File: config.mk
export PLATFORM = sky130hd
export DESIGN_NAME = smc_sccb_slave
export DESIGN_NICKNAME = d
export VERILOG_FILES = /design/src/rtl/smc_sccb_slave.sv
export SDC_FILE = /design/constraint.sdc
export NUM_CORES = 2
export LEC_CHECK = 0
export CORE_MARGIN = 2
export CORE_UTILIZATION = 41
export CTS_BUF_LIST = sky130_fd_sc_hd__clkbuf_2
export DETAILED_ROUTE_END_ITERATION = 7
export PLACE_DENSITY = 0.65
export RECOVER_POWER = 50
export SYNTH_ARGS = -nofsm -noshare
export SYNTH_HDL_FRONTEND = slang
export SYNTH_SLANG_ARGS = --single-unit
File: constraint.sdc
create_clock -name clk -period 6 [get_ports clk]
set_input_delay 1.2 -clock clk [delete_from_list [all_inputs] [get_ports clk]]
set_output_delay 1.2 -clock clk [all_outputs]
set_load 0.02 [all_outputs]
File: src/rtl/smc_sccb_slave.sv
// SCCB responder with an internal 8-bit register file and write/read event ports.
// Define SMC_SLV_AUTO_INC_EN to auto-increment the sub-address pointer after every data byte.
module smc_sccb_slave #(
    parameter logic [6:0]  SLV_ID      = 7'h21,
    parameter int unsigned REG_NUM     = 256,
    parameter logic [7:0]  REG_RST_VAL = 8'h00
) (
    input  logic       clk,
    input  logic       rst_n,
    input  logic       sio_c_i,
    input  logic       sio_d_i,
    output logic       sio_d_oe_o,
    output logic       wr_evt_vld_o,
    output logic [7:0] wr_evt_addr_o,
    output logic [7:0] wr_evt_data_o,
    output logic       rd_evt_vld_o,
    output logic       busy_o,
    input  logic [7:0] dbg_addr_i,
    output logic [7:0] dbg_data_o
);

    localparam logic [8:0] LP_REG_NUM = 9'(REG_NUM);

    typedef enum logic [3:0] {
        S_IDLE, S_ID, S_ID_ACK, S_SUB, S_SUB_ACK,
        S_WDATA, S_WDATA_ACK, S_RDATA, S_RDATA_NA, S_IGNORE
    } state_t;

    state_t      r_state;
    logic [2:0]  r_c_sync;
    logic [2:0]  r_d_sync;
    logic [3:0]  r_cnt;
    logic [7:0]  r_shift;
    logic [7:0]  r_ptr;
    logic        r_rw;
    logic [7:0]  r_regs [0:255];

    logic        w_rise, w_fall, w_start, w_stop, w_bit;
    logic [7:0]  w_byte, w_rd_byte, w_ptr_adv;
    logic        w_ptr_ok;

    // Synchronisers are deliberately not reset so a reset never fabricates a line edge.
    always_ff @(posedge clk) begin
        r_c_sync <= {r_c_sync[1:0], sio_c_i};
        r_d_sync <= {r_d_sync[1:0], sio_d_i};
    end

    assign w_rise    = r_c_sync[1] & ~r_c_sync[2];
    assign w_fall    = ~r_c_sync[1] & r_c_sync[2];
    assign w_start   = r_c_sync[1] & r_c_sync[2] & ~r_d_sync[1] & r_d_sync[2];
    assign w_stop    = r_c_sync[1] & r_c_sync[2] & r_d_sync[1] & ~r_d_sync[2];
    assign w_bit     = r_d_sync[1];
    assign w_byte    = {r_shift[6:0], w_bit};
    assign w_ptr_ok  = {1'b0, r_ptr} < LP_REG_NUM;
    assign w_rd_byte = w_ptr_ok ? r_regs[r_ptr] : '0;
`ifdef SMC_SLV_AUTO_INC_EN
    assign w_ptr_adv = r_ptr + 8'd1;
`else
    assign w_ptr_adv = r_ptr;
`endif

    always_comb begin
        dbg_data_o = '0;
        if ({1'b0, dbg_addr_i} < LP_REG_NUM) dbg_data_o = r_regs[dbg_addr_i];
    end

    always_ff @(posedge clk) begin
        if (!rst_n) begin
            r_state       <= S_IDLE;
            r_cnt         <= '0;
            r_shift       <= '0;
            r_ptr         <= '0;
            r_rw          <= 1'b0;
            sio_d_oe_o    <= 1'b0;
            wr_evt_vld_o  <= 1'b0;
            wr_evt_addr_o <= '0;
            wr_evt_data_o <= '0;
            rd_evt_vld_o  <= 1'b0;
            busy_o        <= 1'b0;
            for (int unsigned i = 0; i < 256; i++) r_regs[i] <= REG_RST_VAL;
        end else begin
            wr_evt_vld_o <= 1'b0;
            rd_evt_vld_o <= 1'b0;
            if (w_stop) begin
                r_state    <= S_IDLE;
                r_cnt      <= '0;
                sio_d_oe_o <= 1'b0;
                busy_o     <= 1'b0;
            end else if (w_start) begin
                r_state    <= S_ID;
                r_cnt      <= '0;
                sio_d_oe_o <= 1'b0;
                busy_o     <= 1'b1;
            end else begin
                case (r_state)
                    S_ID, S_SUB, S_WDATA: begin
                        if (w_rise) begin
                            r_shift <= w_byte;
                            r_cnt   <= r_cnt + 4'd1;
                            if (r_cnt == 4'd7) begin
                                r_cnt <= '0;
                                if (r_state == S_ID) begin
                                    r_rw    <= w_byte[0];
                                    r_state <= (w_byte[7:1] == SLV_ID) ? S_ID_ACK : S_IGNORE;
                                end else if (r_state == S_SUB) begin
                                    r_ptr   <= w_byte;
                                    r_state <= S_SUB_ACK;
                                end else begin
                                    if (w_ptr_ok) begin
                                        r_regs[r_ptr] <= w_byte;
                                        wr_evt_vld_o  <= 1'b1;
                                        wr_evt_addr_o <= r_ptr;
                                        wr_evt_data_o <= w_byte;
                                    end
                                    r_ptr   <= w_ptr_adv;
                                    r_state <= S_WDATA_ACK;
                                end
                            end
                        end
                    end
                    // ACK is held from the first SIO_C fall to the second; the read
                    // path loads its first byte on that second fall.
                    S_ID_ACK, S_SUB_ACK, S_WDATA_ACK: begin
                        if (w_fall) begin
                            if (r_cnt == 4'd0) begin
                                sio_d_oe_o <= 1'b1;
                                r_cnt      <= 4'd1;
                            end else begin
                                r_cnt      <= '0;
                                sio_d_oe_o <= 1'b0;
                                if (r_state == S_ID_ACK && r_rw) begin
                                    r_shift      <= {w_rd_byte[6:0], 1'b0};
                                    sio_d_oe_o   <= ~w_rd_byte[7];
                                    rd_evt_vld_o <= 1'b1;
                                    r_ptr        <= w_ptr_adv;
                                    r_state      <= S_RDATA;
                                end else if (r_state == S_ID_ACK) begin
                                    r_state <= S_SUB;
                                end else begin
                                    r_state <= S_WDATA;
                                end
                            end
                        end
                    end
                    S_RDATA: begin
                        if (w_rise) r_cnt <= r_cnt + 4'd1;
                        if (w_fall && r_cnt != 4'd0) begin
                            if (r_cnt == 4'd8) begin
                                sio_d_oe_o <= 1'b0;
                                r_cnt      <= '0;
                                r_state    <= S_RDATA_NA;
                            end else begin
                                sio_d_oe_o <= ~r_shift[7];
                                r_shift    <= {r_shift[6:0], 1'b0};
                            end
                        end
                    end
                    S_RDATA_NA: begin
                        if (w_rise) begin
                            if (w_bit) r_state <= S_IGNORE;
                            else       r_cnt   <= 4'd1;
                        end
                        if (w_fall && r_cnt == 4'd1) begin
                            r_cnt        <= '0;
                            r_shift      <= {w_rd_byte[6:0], 1'b0};
                            sio_d_oe_o   <= ~w_rd_byte[7];
                            rd_evt_vld_o <= 1'b1;
                            r_ptr        <= w_ptr_adv;
                            r_state      <= S_RDATA;
                        end
                    end
                    default: ;
                endcase
            end
        end
    end

endmodule
==> flow_summary.json <==
{
  "top_level_ports": 40,
  "r2r_slack_ns": -0.14,
  "synth_compound_area_share_pct": 2.613,
  "initial_utilization_pct": 41.18,
  "rows": 193,
  "max_freq_mhz": 162.6,
  "syn2layout_area_growth_pct": 9.055,
  "io_buffers": 39,
  "layout.cells.most_common": "edfxtp_1",
  "drt_iter0_markers": 13490,
  "seqPwrFrac_pct": 55.6,
  "grt_pass1_vias": 77630,
  "setup_viol_count_final": 16,
  "place_area_mm2": 0.1194,
  "worst_pin_slew_ns": 3.950,
  "fill_cells": 24030,
  "post-place-ws_ns": -0.01431,
  "fin_worst_skew_ns": 0.2409,
  "clkSinkCount": 2107,
  "layout_common_cells": "2048 x edfxtp_1, 1739 x and3_1, 1227 x mux4_2, 804 x clkbuf_2, 327 x buf_4",
  "die_h_um": 530.5,
  "fin_ws_ns": -0.1490,
  "overflow": 0,
  "yosys.area_share.simple_pct": 13.09,
  "numCtsBuffers": 564,
  "nNetsFinal": 7581,
  "clkPwrFrac_pct": 33.2,
  "end_kind": "output pin",
  "final_hold_viol_count": 0,
  "drive_gt1_share_pct": 32.51,
  "sw_frac_of_total_pct": 29.87,
  "drt-total-wl_mm": 398.3,
  "yosys_warnings": 0,
  "endpoint": "dbg_data_o[7]",
  "drc": 1,
  "grt_setup_unrepaired": "true",
  "synthFlopType": "edfxtp_1",
  "cts_tree": "built",
  "slew_headroom_pct": -163.3,
  "syn-num-nets": 7500,
  "die_x_um": 530.5,
  "crit_required_ns": 4.80,
  "power.leakage_nw": 47.24,
  "grt_antenna_before_repair": 34,
  "crit_fanout": 2,
  "internal_power_mw": 21.81,
  "cts.path.max_buffers": 4,
  "wire_per_inst_um": 34.05,
  "post_synth.cell_area_avg_um2": 15.18,
  "ys_seq_area_share_pct": 55.15,
  "dieArea_mm2": 0.2814,
  "dp_hpwl_mm": 248.7,
  "async_flop_share_pct": 0,
  "power_frac_comb_pct": 11.2,
  "syn_area_mm2": 0.1137,
  "vias_per_cell": 6.687,
  "violations": "DRC, capacitance limit, slew limit, setup timing",
  "grt_max_degree": 209,
  "core_mm2": 0.2760,
  "outcome": "complete, but fails checks",
  "drv_cap": 40,
  "p_switching_mw": 9.289,
  "finalInstanceArea_mm2": 0.1239,
  "h-tree-depth": 6,
  "period_needed_ns": 6.149,
  "synth_seq_cells": 2107,
  "multi_input_area_mm2": 0.04701,
  "startpoint": "r_regs[171][7]",
  "reg2regPathDepth": 9,
  "synthXorXnorAreaFrac_pct": 0.01541,
  "synthAdderAreaFrac_pct": 0.03303,
  "post-route-period-util_pct": 102.5,
  "worstReg2RegEnd": "r_regs[28][6]",
  "ir_drop_uv": 174.3,
  "start_kind": "flip-flop",
  "finalCoreUtilization_pct": 44.91,
  "pwr_density_cell_mw_per_mm2": 250.9,
  "clkLatencyLatePin_ns": 2.16,
  "place.gp.congestion": 0.9618,
  "r2r_start": "r_cnt[0]",
  "seq_area_mm2": 0.06273,
  "slew_viol_final": 1614,
  "synth_top_family_by_area": "multiplexers",
  "synth_mux_area_share_pct": 25.45,
  "grt_pass1_wl_mm": 566.1,
  "synth_cell_types": 56,
  "drt-pass1-iter-count": 8,
  "path_class": "flip-flop to output pin",
  "grt_usage_pct": 27.91,
  "arrival_ns": 4.95,
  "synth_edf_count": 2048,
  "hold_class": "primary input to flip-flop",
  "cts_root_buf": "clkbuf_2",
  "synthesis.instances": 7485,
  "drtAntennaViolNets": 0,
  "num_vias": 78220,
  "cts.clk_slew.worst_paths_ns": 0.09
}
==> logic make-up after synthesis <==
group | count (synthesis)
compound gates | 496
xor+xnor | 2
fa+ha+maj | 3
buf+inv | 1029
flops | 2107
mux | 1355
simple gates | 2493
==> power groups by stage <==
stage | combinational [mW] | sequential [mW] | clock, mW
after CTS | 3.44 | 17.2 | 10.5
after detailed placement | 3.41 | 17.6 | 0
final | 3.49 | 17.3 | 10.3
after global placement | 3.37 | 17.5 | 0
after global routing | 3.59 | 17.3 | 11.2
after floorplan | 2.17 | 17.2 | 0
==> cells in the mapped netlist, types with 2 or more instances <==
cell type | number | area [µm²]
nand3b_1 | 7 | 52.55
dfxtp_1 | 59 | 1181
buf_1 | 38 | 142.6
a221oi_1 | 14 | 122.6
o31ai_1 | 2 | 15.01
mux4_2 | 1227 | 27630
a32o_1 | 7 | 70.07
o211ai_1 | 3 | 22.52
o21bai_1 | 2 | 15.01
o22ai_1 | 23 | 143.9
o21ai_0 | 263 | 1316
or2_2 | 10 | 62.56
clkbuf_1 | 850 | 3191
edfxtp_1 | 2048 | 61500
mux2_2 | 9 | 101.4
nor3b_1 | 2 | 15.01
or3_1 | 3 | 18.77
nor3_1 | 12 | 60.06
nand4_1 | 15 | 93.84
nand3_1 | 42 | 210.2
a21oi_1 | 53 | 265.3
and2_1 | 324 | 2027
ha_1 | 3 | 37.54
nor2b_1 | 44 | 275.3
inv_1 | 5 | 18.77
a31oi_1 | 9 | 56.30
mux2i_1 | 119 | 1191
and3_1 | 1739 | 10880
buf_4 | 17 | 127.6
a211oi_1 | 24 | 180.2
a21o_1 | 2 | 15.01
nand2_1 | 144 | 540.5
nor2_1 | 128 | 480.5
or3b_2 | 2 | 17.52
a22oi_1 | 65 | 488.0
nand4b_1 | 2 | 17.52
nor4_1 | 3 | 18.77
a22o_1 | 18 | 157.7
a211o_1 | 3 | 26.28
buf_2 | 106 | 530.5
buf_6 | 12 | 135.1
nand2b_1 | 13 | 81.33
==> metrics by stage <==
step / TNS [ns] / std cells / power (mW) / hold slack, ns
5_1_grt: -5.835 / 11690 / 32.09 / 0.2628
3_5_place_dp: -0.02206 / 10700 / 20.99 / 0.3138
3_3_place_gp: -0.2286 / 10700 / 20.91 / 0.3154
4_1_cts: -1.815 / 11680 / 31.14 / 0.004524
6_report: -1.448 / 11700 / 31.10 / 0.3115
2_1_floorplan: 0 / 7485 / 19.41 / 0.3096
==> metal layers <==
| layer | vias up | GRT usage, % | routed length, µm |
|---|---|---|---|
| li1 | 30670 | - | - |
| met2 | 6527 | 41.83 | 177900 |
| met5 | - | 0 | 144 |
| met4 | 22 | 15.59 | 25620 |
| met1 | 39740 | 35.91 | 137700 |
| met3 | 1248 | 8.879 | 56910 |
==> worst min-delay path by stage <==
stage / startpoint / to / slack [ns] / cells past startpoint
after floorplan: r_c_sync[0] / r_c_sync[1] / 0.31 / 0
after global placement: r_d_sync[0] / r_d_sync[1] / 0.32 / 0
after detailed placement: r_d_sync[0] / r_d_sync[1] / 0.31 / 0
after CTS: sio_d_i / r_d_sync[0] / 0.005 / 2
after global routing: sio_d_i / r_d_sync[0] / 0.26 / 2
final: sio_d_i / r_d_sync[0] / 0.31 / 2
==> timing repair <==
action / 4_1_cts / 5_1_grt
hold buffers: 4 / 0
gates resized for setup: 48 / 3
setup buffers: 2 / 1
setup endpoints to repair: 8 / 8
endpoints found under the hold margin: 229 / 0
pin swaps: 17 / 6
==> state kept, by name (all words and copies together), names as in the netlist, named ones only <==
name,count
r_regs,2048
wr_evt_vld_o,1
r_d_sync,3
r_cnt,4
r_rw,1
wr_evt_data_o,8
rd_evt_vld_o,1
wr_evt_addr_o,8
sio_d_oe_o,1
busy_o,1
r_c_sync,3
r_ptr,8
r_state,4
r_shift,8
==> critical path, cell delays in order, from the launching register on <==
cell	delay (ns)
edfxtp_1	0.44
mux4_2	0.54
mux4_2	0.57
mux4_2	0.69
a22oi_2	0.23
nand2_2	0.17
buf_6	0.18
==> final cells by class <==
class	count	share of cell area (%)
repair buffers	538	3.644
flip-flops and latches	2107	50.61
clock inverters	183	0.8257
inverters	6	0.01817
clock buffers	793	3.202
diodes	16	0.03230
well taps	3705	3.740
multi-input cells	4349	37.93
Power figures use the tool's default switching activity.
